[src/rtl/pulse_sched_arbiter_if.sv]
// Bundle of the request/generator signals shared between the requesters,
// the shared pulse-at-N generator and pulse_sched_arbiter.
//
// Signals:
//   Req    [3:0]       request bits, one per requester
//   N0..N3 [WIDTH-1:0] terminal count per requester
//   K0..K3 [KW-1:0]    pulse count wanted per requester
//   Pulse              pulse returned by the shared generator
//   PN     [WIDTH-1:0] N value driven to the shared generator
//   Grant  [3:0]       one-hot owner, or zero
//   Tick   [3:0]       Pulse routed to the owner while running
//   Done   [3:0]       completion strobe to the owner
//   Err                strobe with Done when latched N or K was 0
//   Busy               arbiter not idle
//
// master: requester/generator side. slave: the arbiter.
interface pulse_sched_arbiter_if #(
    parameter int WIDTH = 10,
    parameter int KW    = 8
);
    logic [3:0]       Req;
    logic [WIDTH-1:0] N0, N1, N2, N3;
    logic [KW-1:0]    K0, K1, K2, K3;
    logic             Pulse;
    logic [WIDTH-1:0] PN;
    logic [3:0]       Grant;
    logic [3:0]       Tick;
    logic [3:0]       Done;
    logic             Err;
    logic             Busy;

    modport master (
        output Req, N0, N1, N2, N3, K0, K1, K2, K3, Pulse,
        input  PN, Grant, Tick, Done, Err, Busy
    );

    modport slave (
        input  Req, N0, N1, N2, N3, K0, K1, K2, K3, Pulse,
        output PN, Grant, Tick, Done, Err, Busy
    );
endinterface

[src/rtl/pulse_sched_arbiter.sv]
// Round-robin scheduler sharing one programmable pulse-at-N generator among
// four requesters. The winner's N is driven on PN, returned pulses are routed
// to the winner as Tick and counted; ownership is released after K pulses,
// on an abandoned request, or immediately when the latched N or K is zero.
//
// Ports:
//   Clk    system clock
//   Reset  asynchronous, active-high reset
//   bus    pulse_sched_arbiter_if.slave (Req, N0..N3, K0..K3, Pulse in;
//          PN, Grant, Tick, Done, Err, Busy out)
//
// All outputs are registered except Tick, which is Pulse gated by RUN and
// the grant.
module pulse_sched_arbiter #(
    parameter int WIDTH = 10,
    parameter int KW    = 8
) (
    input  logic                  Clk,
    input  logic                  Reset,
    pulse_sched_arbiter_if.slave  bus
);

    typedef enum logic [1:0] {IDLE, LOAD, RUN, FIN} state_t;

    state_t           state, state_nxt;
    logic [1:0]       ptr, ptr_nxt;
    logic [1:0]       idx, idx_nxt;
    logic [WIDTH-1:0] n_lat, n_nxt;
    logic [KW-1:0]    k_lat, k_nxt;
    logic [KW-1:0]    cnt, cnt_nxt;
    logic [WIDTH-1:0] pn_q, pn_nxt;
    logic [3:0]       grant_q, grant_nxt;
    logic [3:0]       done_q, done_nxt;
    logic             err_q, err_nxt;
    logic             busy_q, busy_nxt;

    logic [WIDTH-1:0] n_in [4];
    logic [KW-1:0]    k_in [4];

    logic             pick_vld;
    logic [1:0]       pick;

    assign n_in[0] = bus.N0;
    assign n_in[1] = bus.N1;
    assign n_in[2] = bus.N2;
    assign n_in[3] = bus.N3;
    assign k_in[0] = bus.K0;
    assign k_in[1] = bus.K1;
    assign k_in[2] = bus.K2;
    assign k_in[3] = bus.K3;

    // Round-robin search starting at ptr. Scanning offsets from high to low
    // lets the smallest offset with a set Req bit win.
    always_comb begin
        logic [1:0] j;
        pick_vld = 1'b0;
        pick     = ptr;
        j        = ptr;
        for (int i = 3; i >= 0; i--) begin
            j = ptr + 2'(i);
            if (bus.Req[j]) begin
                pick_vld = 1'b1;
                pick     = j;
            end
        end
    end

    always_comb begin
        state_nxt = state;
        ptr_nxt   = ptr;
        idx_nxt   = idx;
        n_nxt     = n_lat;
        k_nxt     = k_lat;
        cnt_nxt   = cnt;
        pn_nxt    = pn_q;
        grant_nxt = grant_q;
        done_nxt  = 4'b0000;
        err_nxt   = 1'b0;

        case (state)
            IDLE: begin
                pn_nxt    = '0;
                grant_nxt = 4'b0000;
                if (pick_vld) begin
                    idx_nxt   = pick;
                    n_nxt     = n_in[pick];
                    k_nxt     = k_in[pick];
                    grant_nxt = 4'b0001 << pick;
                    pn_nxt    = n_in[pick];
                    state_nxt = LOAD;
                end
            end
            // The generator is still counting against the old N here, so
            // Pulse is not looked at.
            LOAD: begin
                if (n_lat == '0 || k_lat == '0) begin
                    done_nxt  = grant_q;
                    err_nxt   = 1'b1;
                    pn_nxt    = '0;
                    grant_nxt = 4'b0000;
                    state_nxt = FIN;
                end else begin
                    cnt_nxt   = '0;
                    state_nxt = RUN;
                end
            end
            RUN: begin
                if (bus.Pulse) begin
                    cnt_nxt = cnt + 1'b1;
                end
                // An abandoned request wins over a coincident final pulse.
                if (!bus.Req[idx]) begin
                    pn_nxt    = '0;
                    grant_nxt = 4'b0000;
                    state_nxt = FIN;
                end else if (bus.Pulse && cnt == k_lat - 1'b1) begin
                    done_nxt  = grant_q;
                    pn_nxt    = '0;
                    grant_nxt = 4'b0000;
                    state_nxt = FIN;
                end
            end
            FIN: begin
                ptr_nxt   = idx + 2'd1;
                state_nxt = IDLE;
            end
            default: begin
                state_nxt = IDLE;
            end
        endcase

        busy_nxt = (state_nxt != IDLE);
    end

    always_ff @(posedge Clk or posedge Reset) begin
        if (Reset) begin
            state   <= IDLE;
            ptr     <= 2'd0;
            idx     <= 2'd0;
            n_lat   <= '0;
            k_lat   <= '0;
            cnt     <= '0;
            pn_q    <= '0;
            grant_q <= 4'b0000;
            done_q  <= 4'b0000;
            err_q   <= 1'b0;
            busy_q  <= 1'b0;
        end else begin
            state   <= state_nxt;
            ptr     <= ptr_nxt;
            idx     <= idx_nxt;
            n_lat   <= n_nxt;
            k_lat   <= k_nxt;
            cnt     <= cnt_nxt;
            pn_q    <= pn_nxt;
            grant_q <= grant_nxt;
            done_q  <= done_nxt;
            err_q   <= err_nxt;
            busy_q  <= busy_nxt;
        end
    end

    assign bus.PN    = pn_q;
    assign bus.Grant = grant_q;
    assign bus.Done  = done_q;
    assign bus.Err   = err_q;
    assign bus.Busy  = busy_q;
    assign bus.Tick  = (state == RUN && bus.Pulse) ? grant_q : 4'b0000;

endmodule

[src/flat_wrapper.sv]
// flat-port wrapper written by rule: the top's interface ports become plain ports
module pulse_sched_arbiter_flat 
#(
    parameter int WIDTH = 10,
    parameter int KW    = 8
)
  (Clk, Reset, bus_Req, bus_N0, bus_N1, bus_N2, bus_N3, bus_K0, bus_K1, bus_K2, bus_K3, bus_Pulse, bus_PN, bus_Grant, bus_Tick, bus_Done, bus_Err, bus_Busy);
  pulse_sched_arbiter_if #(.WIDTH(WIDTH), .KW(KW)) bus_i ();
  input  logic Clk;
  input  logic Reset;
  input wire logic [$bits(bus_i.Req)-1:0] bus_Req;
  input wire logic [$bits(bus_i.N0)-1:0] bus_N0;
  input wire logic [$bits(bus_i.N1)-1:0] bus_N1;
  input wire logic [$bits(bus_i.N2)-1:0] bus_N2;
  input wire logic [$bits(bus_i.N3)-1:0] bus_N3;
  input wire logic [$bits(bus_i.K0)-1:0] bus_K0;
  input wire logic [$bits(bus_i.K1)-1:0] bus_K1;
  input wire logic [$bits(bus_i.K2)-1:0] bus_K2;
  input wire logic [$bits(bus_i.K3)-1:0] bus_K3;
  input wire logic [$bits(bus_i.Pulse)-1:0] bus_Pulse;
  output wire logic [$bits(bus_i.PN)-1:0] bus_PN;
  output wire logic [$bits(bus_i.Grant)-1:0] bus_Grant;
  output wire logic [$bits(bus_i.Tick)-1:0] bus_Tick;
  output wire logic [$bits(bus_i.Done)-1:0] bus_Done;
  output wire logic [$bits(bus_i.Err)-1:0] bus_Err;
  output wire logic [$bits(bus_i.Busy)-1:0] bus_Busy;
  assign bus_i.Req = bus_Req;
  assign bus_i.N0 = bus_N0;
  assign bus_i.N1 = bus_N1;
  assign bus_i.N2 = bus_N2;
  assign bus_i.N3 = bus_N3;
  assign bus_i.K0 = bus_K0;
  assign bus_i.K1 = bus_K1;
  assign bus_i.K2 = bus_K2;
  assign bus_i.K3 = bus_K3;
  assign bus_i.Pulse = bus_Pulse;
  assign bus_PN = bus_i.PN;
  assign bus_Grant = bus_i.Grant;
  assign bus_Tick = bus_i.Tick;
  assign bus_Done = bus_i.Done;
  assign bus_Err = bus_i.Err;
  assign bus_Busy = bus_i.Busy;
  pulse_sched_arbiter #(.WIDTH(WIDTH), .KW(KW)) u_core (.Clk(Clk), .Reset(Reset), .bus(bus_i));
endmodule
[config.mk]
export PLATFORM = sky130hd
export DESIGN_NAME = pulse_sched_arbiter_flat
export DESIGN_NICKNAME = d
export VERILOG_FILES = /design/src/rtl/pulse_sched_arbiter_if.sv /design/src/rtl/pulse_sched_arbiter.sv /design/src/flat_wrapper.sv
export SDC_FILE = /design/constraint.sdc
export NUM_CORES = 1
export LEC_CHECK = 0
export CORE_UTILIZATION = 47
export DETAILED_ROUTE_END_ITERATION = 16
export PLACE_DENSITY = 0.86
export SLEW_MARGIN = 5
export SYNTH_ARGS = -nofsm -noshare
export SYNTH_HDL_FRONTEND = slang
export SYNTH_SLANG_ARGS = --single-unit
[constraint.sdc]
create_clock -name Clk -period 2.9 [get_ports Clk]
set_input_delay 0.87 -clock Clk [delete_from_list [all_inputs] [get_ports Clk]]
set_output_delay 0.87 -clock Clk [all_outputs]
set_load 0.1 [all_outputs]
Word level (Yosys, flattened, before mapping)
Index checks and enable logic that the tools add are counted.

Add/subtract/negate cells: 6. Multipliers: 0. Div/mod/pow operators: 0. $lt $le $gt $ge: 6. Equality and inequality tests: 8. Shift operators: 1. Mux-type cells: 49. Bitwise gates (word level): 1. Reduce and logical (&&, ||, !) cells: 12.

Operators by type and width (number): 2-to-1 mux 10 bit (6); 2-to-1 mux 4 bit (8); 2-to-1 mux 8 bit (4); case mux 10 bit (3 select lines) (1); binary-select mux 10 bit (select 2 bit) (1); binary-select mux 8 bit (select 2 bit) (1); case mux 8 bit (2 select lines) (1); < comparator 2 x 3 -> 1 bit (second input constant) (5); 2-to-1 mux 2 bit (7); 2-to-1 mux 1 bit (12); case mux 4 bit (3 select lines) (1); binary-select mux 1 bit (select 2 bit) (5); logical NOT 10 bit (1); adder 8 x 1 -> 8 bit (second input constant) (1); == test 8 bit (1); logical NOT 8 bit (1); case mux 2 bit (4 select lines) (1); case mux 4 bit (2 select lines) (1); subtractor 8 x 1 -> 8 bit (second input constant) (1); AND reduction 3 bit (2); adder 2 x 1 -> 2 bit (second input constant) (2); adder 2 bit (second input constant) (2); == test 2 bit (second input constant) (2); != test 2 bit (second input constant) (2); 12 further kinds (14).

Bits in registers: 52. Latch bits: 0. Bits in writable memories: 0. Bits in read-only memories: 0. Input port bits: 79. Output and inout bits: 24. Logic and storage cells: 94. Memories: 0.

Depth between registers and ports, before layout
Gate-level depths: netlist of run 1.

Depth after elaboration: 13. Mapped depth: 10. Mapped depth without buffers: 8.

Least setup slack after synthesis of run 1
No wires, ideal clock.

Path type: reg-to-output. From: register u_core.grant_q[0], in the netlist u_core.bus.Grant[0]. To: output bus_Tick[0]. Data arrival time: 2339 ps. Data required time: 2030 ps. Slack: -309 ps. Cell stages (with the launch flop): 3. Buffers on the path: 0. Cells stage by stage: dfrtp_1 inv_1 nor2_1.

Cells in the longest elaborated chain, start to end: 1.

Ends and longest elaborated chain: start, declared (line pulse_sched_arbiter.sv:32) `logic [3:0] grant_q, grant_nxt;`; start signal, assigned (line pulse_sched_arbiter.sv:156) `grant_q <= grant_nxt;`; 2-to-1 mux 4 bit (line pulse_sched_arbiter.sv:168) `assign bus.Tick = (state == RUN && bus.Pulse) ? grant_q : 4'b0000;`; end, declared (line flat_wrapper.sv:23) `output wire logic [$bits(bus_i.Tick)-1:0] bus_Tick;`.

No other way between the ends.

Worst setup path after layout of run 1
From: input bus_Pulse. To: output bus_Tick[3].

Cells in the longest elaborated chain, start to end: 2.

Ends and longest elaborated chain: start, declared (line flat_wrapper.sv:20) `input wire logic [$bits(bus_i.Pulse)-1:0] bus_Pulse;`; logical AND 1 bit (line pulse_sched_arbiter.sv:168); 2-to-1 mux 4 bit (line pulse_sched_arbiter.sv:168).

No other way between the ends.

==> results of run 1 <==
[final cells by class]
class,count,share of cell area
multi-input combinational,222,0.391
sequential,52,0.281
timing repair buffer,122,0.262
tap,96,0.0259
inverter,25,0.0203
clock buffer,5,0.0149
clock inverter,3,0.00568
[worst paths after layout]
check                           startpoint                  to
max in group asynchronous            Reset     u_core.k_lat[6]
hold reg to reg            u_core.n_lat[2]     u_core.n_lat[2]
hold / removal             u_core.n_lat[2]     u_core.n_lat[2]
setup / recovery                 bus_Pulse         bus_Tick[3]
setup reg to reg           u_core.k_lat[0]    u_core.bus.PN[3]
min in group asynchronous            Reset  u_core.bus.Done[0]
[cell usage after synthesis, drive strengths merged, types with 3 or more instances]
master,instances,share of area
a21oi,6,0.0091
buf,7,0.018
a222oi,3,0.0091
dfrtp,52,0.39
mux2i,25,0.076
nor2b,4,0.0076
o21ai,15,0.024
nor3,6,0.011
and2,7,0.014
and3,3,0.0061
inv,25,0.028
clkbuf,7,0.011
xnor2,8,0.021
mux4,10,0.069
ha,8,0.030
a22o,4,0.011
xor2,6,0.016
nand4,3,0.0057
nor2,19,0.022
nand2,33,0.038
nand3,6,0.0091
nor4,7,0.022
mux2,20,0.071
[through the flow]
stage | power [mW] | setup WS, ns | util
after detailed placement | 4.12 | -0.207 | 0.667
after global placement | 4.00 | -0.0921 | 0.667
after floorplan | 3.40 | 0.124 | -
final | 4.57 | 0.0885 | 0.681
after global routing | 4.84 | 0.0144 | 0.681
after CTS | 4.57 | 0.0830 | 0.681
[registers in the layout, summed over array words and instances, names as in the netlist, 2 cells and up]
| register | flops |
|---|---|
| u_core.bus.Done | 4 |
| u_core.bus.Grant | 4 |
| u_core.bus.PN | 10 |
| u_core.cnt | 8 |
| u_core.idx | 2 |
| u_core.k_lat | 8 |
| u_core.n_lat | 10 |
| u_core.ptr | 2 |
| u_core.state | 2 |
[power by group through the flow]
stage	Sequential, mW	Clock (mW)	Combinational (mW)
3_5_place_dp	1.27	0	2.85
2_1_floorplan	1.69	0	1.71
4_1_cts	1.26	0.443	2.87
5_1_grt	1.30	0.473	3.06
6_report	1.27	0.443	2.86
3_3_place_gp	1.25	0	2.75
[critical path, stage by stage]
cell and delay [ns]:
clkdlybuf4s50_1 0.55, nand2_1 0.16, nor2_2 0.17, buf_12 0.19
[routing by layer]
| layer | vias up | wire [µm] | global-route usage |
|---|---|---|---|
| met5 | - | 0 | 0 |
| met4 | 0 | 101 | 0.0545 |
| met3 | 12 | 414 | 0.0414 |
| met2 | 112 | 4180 | 0.403 |
| met1 | 1379 | 3560 | 0.315 |
| li1 | 1349 | - | - |
[kinds of logic (layout without fill, tap and decap cells)]
| family | Yosys count | in the layout | synth area share |
|---|---|---|---|
| compound gates | 49 | 49 | 0.107 |
| simple gates | 96 | 96 | 0.155 |
| mux | 55 | 55 | 0.216 |
| xor+xnor | 14 | 14 | 0.0372 |
| flops | 52 | 52 | 0.394 |
| buf+inv | 40 | 155 | 0.0599 |
| fa+ha+maj | 8 | 8 | 0.0303 |
==> impl_metrics.yaml, run 1 <==
critical_path:
  worstSetupPathType: "in -> out"
  rrSetupSlack_ns: 0.44
  arrival_ns: 1.94
  crit_fanout: 4
  critPathRequiredTime_ns: 2.03
  r2r.worst_path.cells: 8
  end_kind: "output pin"
  startpoint_type: "input port"
die:
  core-area_um2: 6790
  fp.dieH_um: 85.8
  die_area_um2: 7360
  die_w_um: 85.8
  row_count: 30
  ios: 103
  start_util: 0.486
clocking:
  post_cts_buffers: 0
  hold_buffers: 0
  htree_levels: 2
  cts_tree: "yes"
  insertion_delay_ns: 0.32
  cts-resized-gates: 0
  cts_buffers: 5
  clock_path_buffers: 2
  clockRootBuffer: "clkbuf_8"
  clkSinkCount: 52
  clk_pin_slew_ns: 0.11
grt:
  grt_use_total: 0.236
  antenna_found_initial: 0
  grt_pass1_vias: 2851
  grt_pass1_wl_um: 13600
  grt_max_degree: 31
  grt.overflow.total: 0
power:
  comb_power_share: 0.626
  p_sw_mw: 2.19
  vdd_drop_max_uv: 487
  intPower_mw: 2.38
  leakage_nw: 2.08
  p_clk_frac: 0.097
  p_per_area_nw_per_um2: 988
  netSwitchingFraction: 0.479
  seqPwrFrac: 0.278
sta:
  final_hold_viol_count: 0
  slew_viol_final: 0
  slew_headroom: 0.452
  period_needed_ns: 2.81
  fin_tns_setup_ns: 0
  skew_ns: 0.0151
  whs_ns: 0.520
  fmax_mhz: 356
  min_period_over_period: 0.969
  tightest_slew_ns: 0.814
  rsz0062_at_grt: "false"
  setup-violations-final: 0
place:
  gp_congestion: 0.879
  portBuffers: 102
  placed_cell_area_um2: 4530
  dp_hpwl_um: 6590
  dp.cells: 517
detailed_routing:
  wl_um: 8260
  firstDrtPassIters: 4
  drc: 0
  ant_nets: 0
  drt_iter0_markers: 143
  detail_route.vias_per_cell: 5.43
  dr_total_vias: 2852
  wl_per_cell_um: 15.7
yosys:
  ys_types: 59
  ys_ff_latch: 52
  syn_nets: 401
  synth_edf_count: 0
  synth_area_um2: 3300
  synth-main-ff-cell: "dfrtp_1"
  async_flop_share: 1.00
  ys_warn_count: 0
  ys_seq_area_frac: 0.394
  netlist_instances: 314
  synth.avg_cell_area_um2: 10.5
finish:
  fill_cells: 518
  final_cells: 525
  fin_area_um2: 4630
  fin_nets: 515
  mostFrequentLayoutCells: "clkdlybuf4s50_1 (78), dfrtp_1 (52), buf_4 (36)"
  multiInputGateArea_um2: 1810
  final_common_cell: "clkdlybuf4s50_1"
  antenna_cells: 0
  regArea_um2: 1300
  layout-drive-gt1-share: 0.228
  synthToLayoutAreaGrowth_pct: 40.3
worst_hold_path:
  hold_path_class: "reg -> reg"
  min_path_cells: 1
job:
  maxCapViolations: 0
outcome:
  status: "complete, no violations"
(Power assumes the default switching activity.)
==> run 2: changes to the inputs <==
--- a/config.mk
+++ b/config.mk
@@ -7,7 +7,7 @@
 export LEC_CHECK = 0
 export CORE_UTILIZATION = 47
 export DETAILED_ROUTE_END_ITERATION = 16
-export PLACE_DENSITY = 0.86
+export PLACE_DENSITY = 0.78
 export SLEW_MARGIN = 5
 export SYNTH_ARGS = -nofsm -noshare
 export SYNTH_HDL_FRONTEND = slang
==> impl_metrics.yaml, run 2 (synthesis gave the netlist of run 1 again) <==
sta:
  fmax_mhz: 355
  fin_tns_setup_ns: 0
  skew_ns: 0.00906
  rsz0062_at_grt: "false"
  setup-violations-final: 0
  period_needed_ns: 2.81
  final_hold_viol_count: 0
  whs_ns: 0.502
  tightest_slew_ns: 0.863
  slew_viol_final: 0
  min_period_over_period: 0.970
  slew_headroom: 0.419
critical_path:
  critPathRequiredTime_ns: 2.03
  end_kind: "output pin"
  crit_path_start: "bus_Pulse"
  r2r.worst_path.cells: 8
  arrival_ns: 1.94
  r2r_start: "u_core.k_lat[0]"
  worstSetupPathType: "in -> out"
  startpoint_type: "input port"
  crit_fanout: 4
  rrSetupSlack_ns: 0.46
  reg2reg_to: "u_core.bus.PN[0]"
  crit_end: "bus_Tick[2]"
finish:
  synthToLayoutAreaGrowth_pct: 40.5
  fill_cells: 546
  mostFrequentLayoutCells: "clkdlybuf4s50_1 (77), dfrtp_1 (52), buf_4 (41)"
  final_common_cell: "clkdlybuf4s50_1"
  fin_nets: 518
  layout-drive-gt1-share: 0.234
  utilization: 0.683
  antenna_cells: 0
  multiInputGateArea_um2: 1810
  regArea_um2: 1300
outcome:
  status: "complete, no violations"
die:
  fp.dieH_um: 85.8
  start_util: 0.486
  row_count: 30
  ios: 103
  die_area_um2: 7360
  die_w_um: 85.8
  core-area_um2: 6790
power:
  p_clk_frac: 0.098
  comb_power_share: 0.624
  seqPwrFrac: 0.278
  intPower_mw: 2.39
  p_per_area_nw_per_um2: 984
  vdd_drop_max_uv: 467
  p_sw_mw: 2.18
  netSwitchingFraction: 0.477
  leakage_nw: 2.09
detailed_routing:
  met3_length_um: 396
  wl_per_cell_um: 15.2
  detail_route.vias_per_cell: 5.34
  dr.max_layer_used: "met4"
  drt_iter0_markers: 115
  met2_length_um: 3900
  ant_nets: 0
  dr_total_vias: 2819
  wirelength_met1_um: 3610
  drc: 0
  firstDrtPassIters: 4
  wl_um: 8020
grt:
  grt_pass1_wl_um: 13100
  grt_pass1_vias: 2757
  grt_max_degree: 23
  grt_use_total: 0.229
  antenna_found_initial: 0
  grt.overflow.total: 0
job:
  maxCapViolations: 0
clocking:
  cts_tree: "yes"
  clock_path_buffers: 2
  clockRootBuffer: "clkbuf_8"
  htree_levels: 2
  clkSinkCount: 52
  hold_buffers: 0
  insertion_delay_ns: 0.32
  cts_buffers: 5
  clk_pin_slew_ns: 0.10
place:
  gp_congestion: 0.894
  portBuffers: 102
  dp_hpwl_um: 6490
worst_hold_path:
  hold_path_class: "reg -> reg"
## run 2: repair_timing
action	in CTS	in global routing
setup endpoints to repair	0	1
resized for setup	0	2
buffers inserted	0	0
## run 2: cell type report
type	instances	share of cell area
multi-input cells	222	0.391
inverters	25	0.0202
repair buffers	125	0.261
clock inverters	3	0.00594
well taps	96	0.0259
clock buffers	5	0.0148
flip-flops and latches	52	0.281
## run 2: worst min path at each step
stage / end / start / slack (ns) / depth (start not counted)
global route: u_core.n_lat[9] / u_core.n_lat[9] / 0.52 / 2
CTS: u_core.n_lat[9] / u_core.n_lat[9] / 0.50 / 2
global placement: u_core.n_lat[9] / u_core.n_lat[9] / 0.47 / 2
floorplan: u_core.n_lat[9] / u_core.n_lat[9] / 0.45 / 2
finish: u_core.n_lat[9] / u_core.n_lat[9] / 0.50 / 2
detailed placement: u_core.n_lat[9] / u_core.n_lat[9] / 0.48 / 2
## run 2: power groups by stage
| stage | clock network (mW) | logic, mW | registers (mW) |
|---|---|---|---|
| after floorplan | 0 | 1.71 | 1.69 |
| after global placement | 0 | 2.77 | 1.26 |
| after detailed placement | 0 | 2.84 | 1.28 |
| after CTS | 0.452 | 2.85 | 1.27 |
| after global routing | 0.480 | 3.09 | 1.30 |
| final | 0.446 | 2.85 | 1.27 |
## run 2: critical path, cell delays in order
cell,delay (ns)
clkdlybuf4s50_1,0.54
nand2_1,0.16
nor2_2,0.17
buf_12,0.19
## run 2: stage by stage
step | area, µm² | std cells | worst slack (ns) | total power, mW
2_1_floorplan | 3310 | 314 | 0.124 | 3.40
6_report | 4640 | 528 | 0.0859 | 4.56
3_5_place_dp | 4530 | 520 | -0.238 | 4.12
3_3_place_gp | 4530 | 520 | -0.182 | 4.03
4_1_cts | 4630 | 528 | 0.0788 | 4.57
5_1_grt | 4640 | 528 | 0.00484 | 4.87
## run 2: layer usage
layer  up-vias  global-route usage
met3        10              0.0433
met2        91               0.381
met4         0              0.0682
met1      1365               0.306
li1       1353                   -
met5         -                   0
==> run 3: changes to the inputs <==
--- a/config.mk
+++ b/config.mk
@@ -12,3 +12,4 @@
 export SYNTH_ARGS = -nofsm -noshare
 export SYNTH_HDL_FRONTEND = slang
 export SYNTH_SLANG_ARGS = --single-unit
+export TNS_END_PERCENT = 20
==> impl_metrics.yaml, run 3 (synthesis gave the netlist of run 1 again) <==
sta:
  slew_viol_final: 0
  rsz0062_at_grt: "true"
  whs_ns: 0.503
  tightest_slew_ns: 0.831
  setup-violations-final: 0
  finalWorstSetupSlack_ns: 0.0161
  fmax_mhz: 347
  skew_ns: 0.0139
  period_needed_ns: 2.88
  final_hold_viol_count: 0
  min_period_over_period: 0.994
  slew_headroom: 0.441
finish:
  final_common_cell: "clkdlybuf4s50_1"
  synthToLayoutAreaGrowth_pct: 40.1
  antenna_cells: 0
  layout-drive-gt1-share: 0.228
  final_cells: 526
  mostFrequentLayoutCells: "clkdlybuf4s50_1 (78), dfrtp_1 (52), buf_4 (38)"
  fin_nets: 516
detailed_routing:
  firstDrtPassIters: 6
  dr_total_vias: 2839
  detail_route.vias_per_cell: 5.40
  drt_iter0_markers: 90
  ant_nets: 0
  wl_um: 7830
  drc: 0
  wl_per_cell_um: 14.9
die:
  row_count: 30
  core-area_um2: 6790
  die_area_um2: 7360
  die_w_um: 85.8
  fp.dieH_um: 85.8
  ios: 103
  start_util: 0.486
clocking:
  insertion_delay_ns: 0.32
  cts_tree: "yes"
  hold_buffers: 0
  cts-resized-gates: 0
  htree_levels: 2
  clock_path_buffers: 2
  clockRootBuffer: "clkbuf_8"
  cts_buffers: 5
  clk_pin_slew_ns: 0.10
  post_cts_buffers: 0
  clkSinkCount: 52
power:
  leakage_nw: 2.08
  vdd_drop_max_uv: 506
  p_per_area_nw_per_um2: 984
  finalPower_mw: 4.55
critical_path:
  critPathRequiredTime_ns: 2.03
  crit_fanout: 5
  worstSetupPathType: "in -> out"
  end_kind: "output pin"
  startpoint_type: "input port"
  arrival_ns: 2.01
grt:
  antenna_found_initial: 0
  grt_max_degree: 32
  grt.overflow.total: 0
  grt_pass1_wl_um: 13100
  grt_pass1_vias: 2865
  grt_use_total: 0.227
job:
  maxCapViolations: 0
outcome:
  status: "complete, no violations"
place:
  gp_congestion: 0.901
  dp_hpwl_um: 6350
  dp.cells: 518
  dpl_worst_slack_ns: -0.214
  portBuffers: 102
worst_hold_path:
  hold_path_class: "reg -> reg"
[run 3: changes by cell type in the layout (fill, tap and decap cells not counted), sizes merged]
cell / previous run / this run
clkdlybuf4s50: 77 / 78
buf: 47 / 45
dlymetal6s2s: 1 / 0
clkinvlp: 1 / 0
clkinv: 1 / 2
[run 3: power by group]
part           total (mW)  internal [mW]  switching (mW)
Combinational        2.84           1.21            1.63
Clock               0.442          0.177           0.266
Sequential           1.27          0.998           0.269
[run 3: per-layer routing]
| layer | track usage | vias to the layer above | wire length (µm) |
|---|---|---|---|
| met3 | 0.0327 | 13 | 359 |
| met1 | 0.306 | 1373 | 3570 |
| met2 | 0.380 | 99 | 3740 |
| met5 | 0 | - | 0 |
| met4 | 0.0727 | 0 | 163 |
| li1 | - | 1354 | - |
[run 3: final timing paths]
check                           startpoint          endpoint  slack (ns)  cells past startpoint
setup / recovery                 bus_Pulse       bus_Tick[2]        0.02                      4
hold / removal             u_core.n_lat[9]   u_core.n_lat[9]        0.50                      2
setup reg to reg           u_core.k_lat[0]  u_core.bus.PN[7]        0.39                      8
hold reg to reg            u_core.n_lat[9]   u_core.n_lat[9]        0.50                      2
max in group asynchronous            Reset   u_core.k_lat[5]        1.47                      3
min in group asynchronous            Reset  u_core.bus.PN[5]        0.88                      2
[run 3: area by class of cell]
class                   instances  area (µm²)
inverters                      25        93.8
fillers                       559        2170
clock buffers                   5        68.8
multi-input cells             222        1810
well taps                      96         120
repair buffers                123        1210
clock inverters                 3        26.3
flip-flops and latches         52        1300
[run 3: per-stage QoR]
stage,TNS [ns],instance area (µm²),util
floorplan,-0.619,3300,-
global placement,-1.65,4520,0.666
detailed placement,-2.73,4520,0.666
CTS,0,4620,0.680
global route,-0.0599,4620,0.680
finish,0,4620,0.680
[run 3: critical path, stage by stage]
cell and delay, ns:
clkdlybuf4s50_1 0.56, nand2_1 0.15, nor2_1 0.21, buf_12 0.21
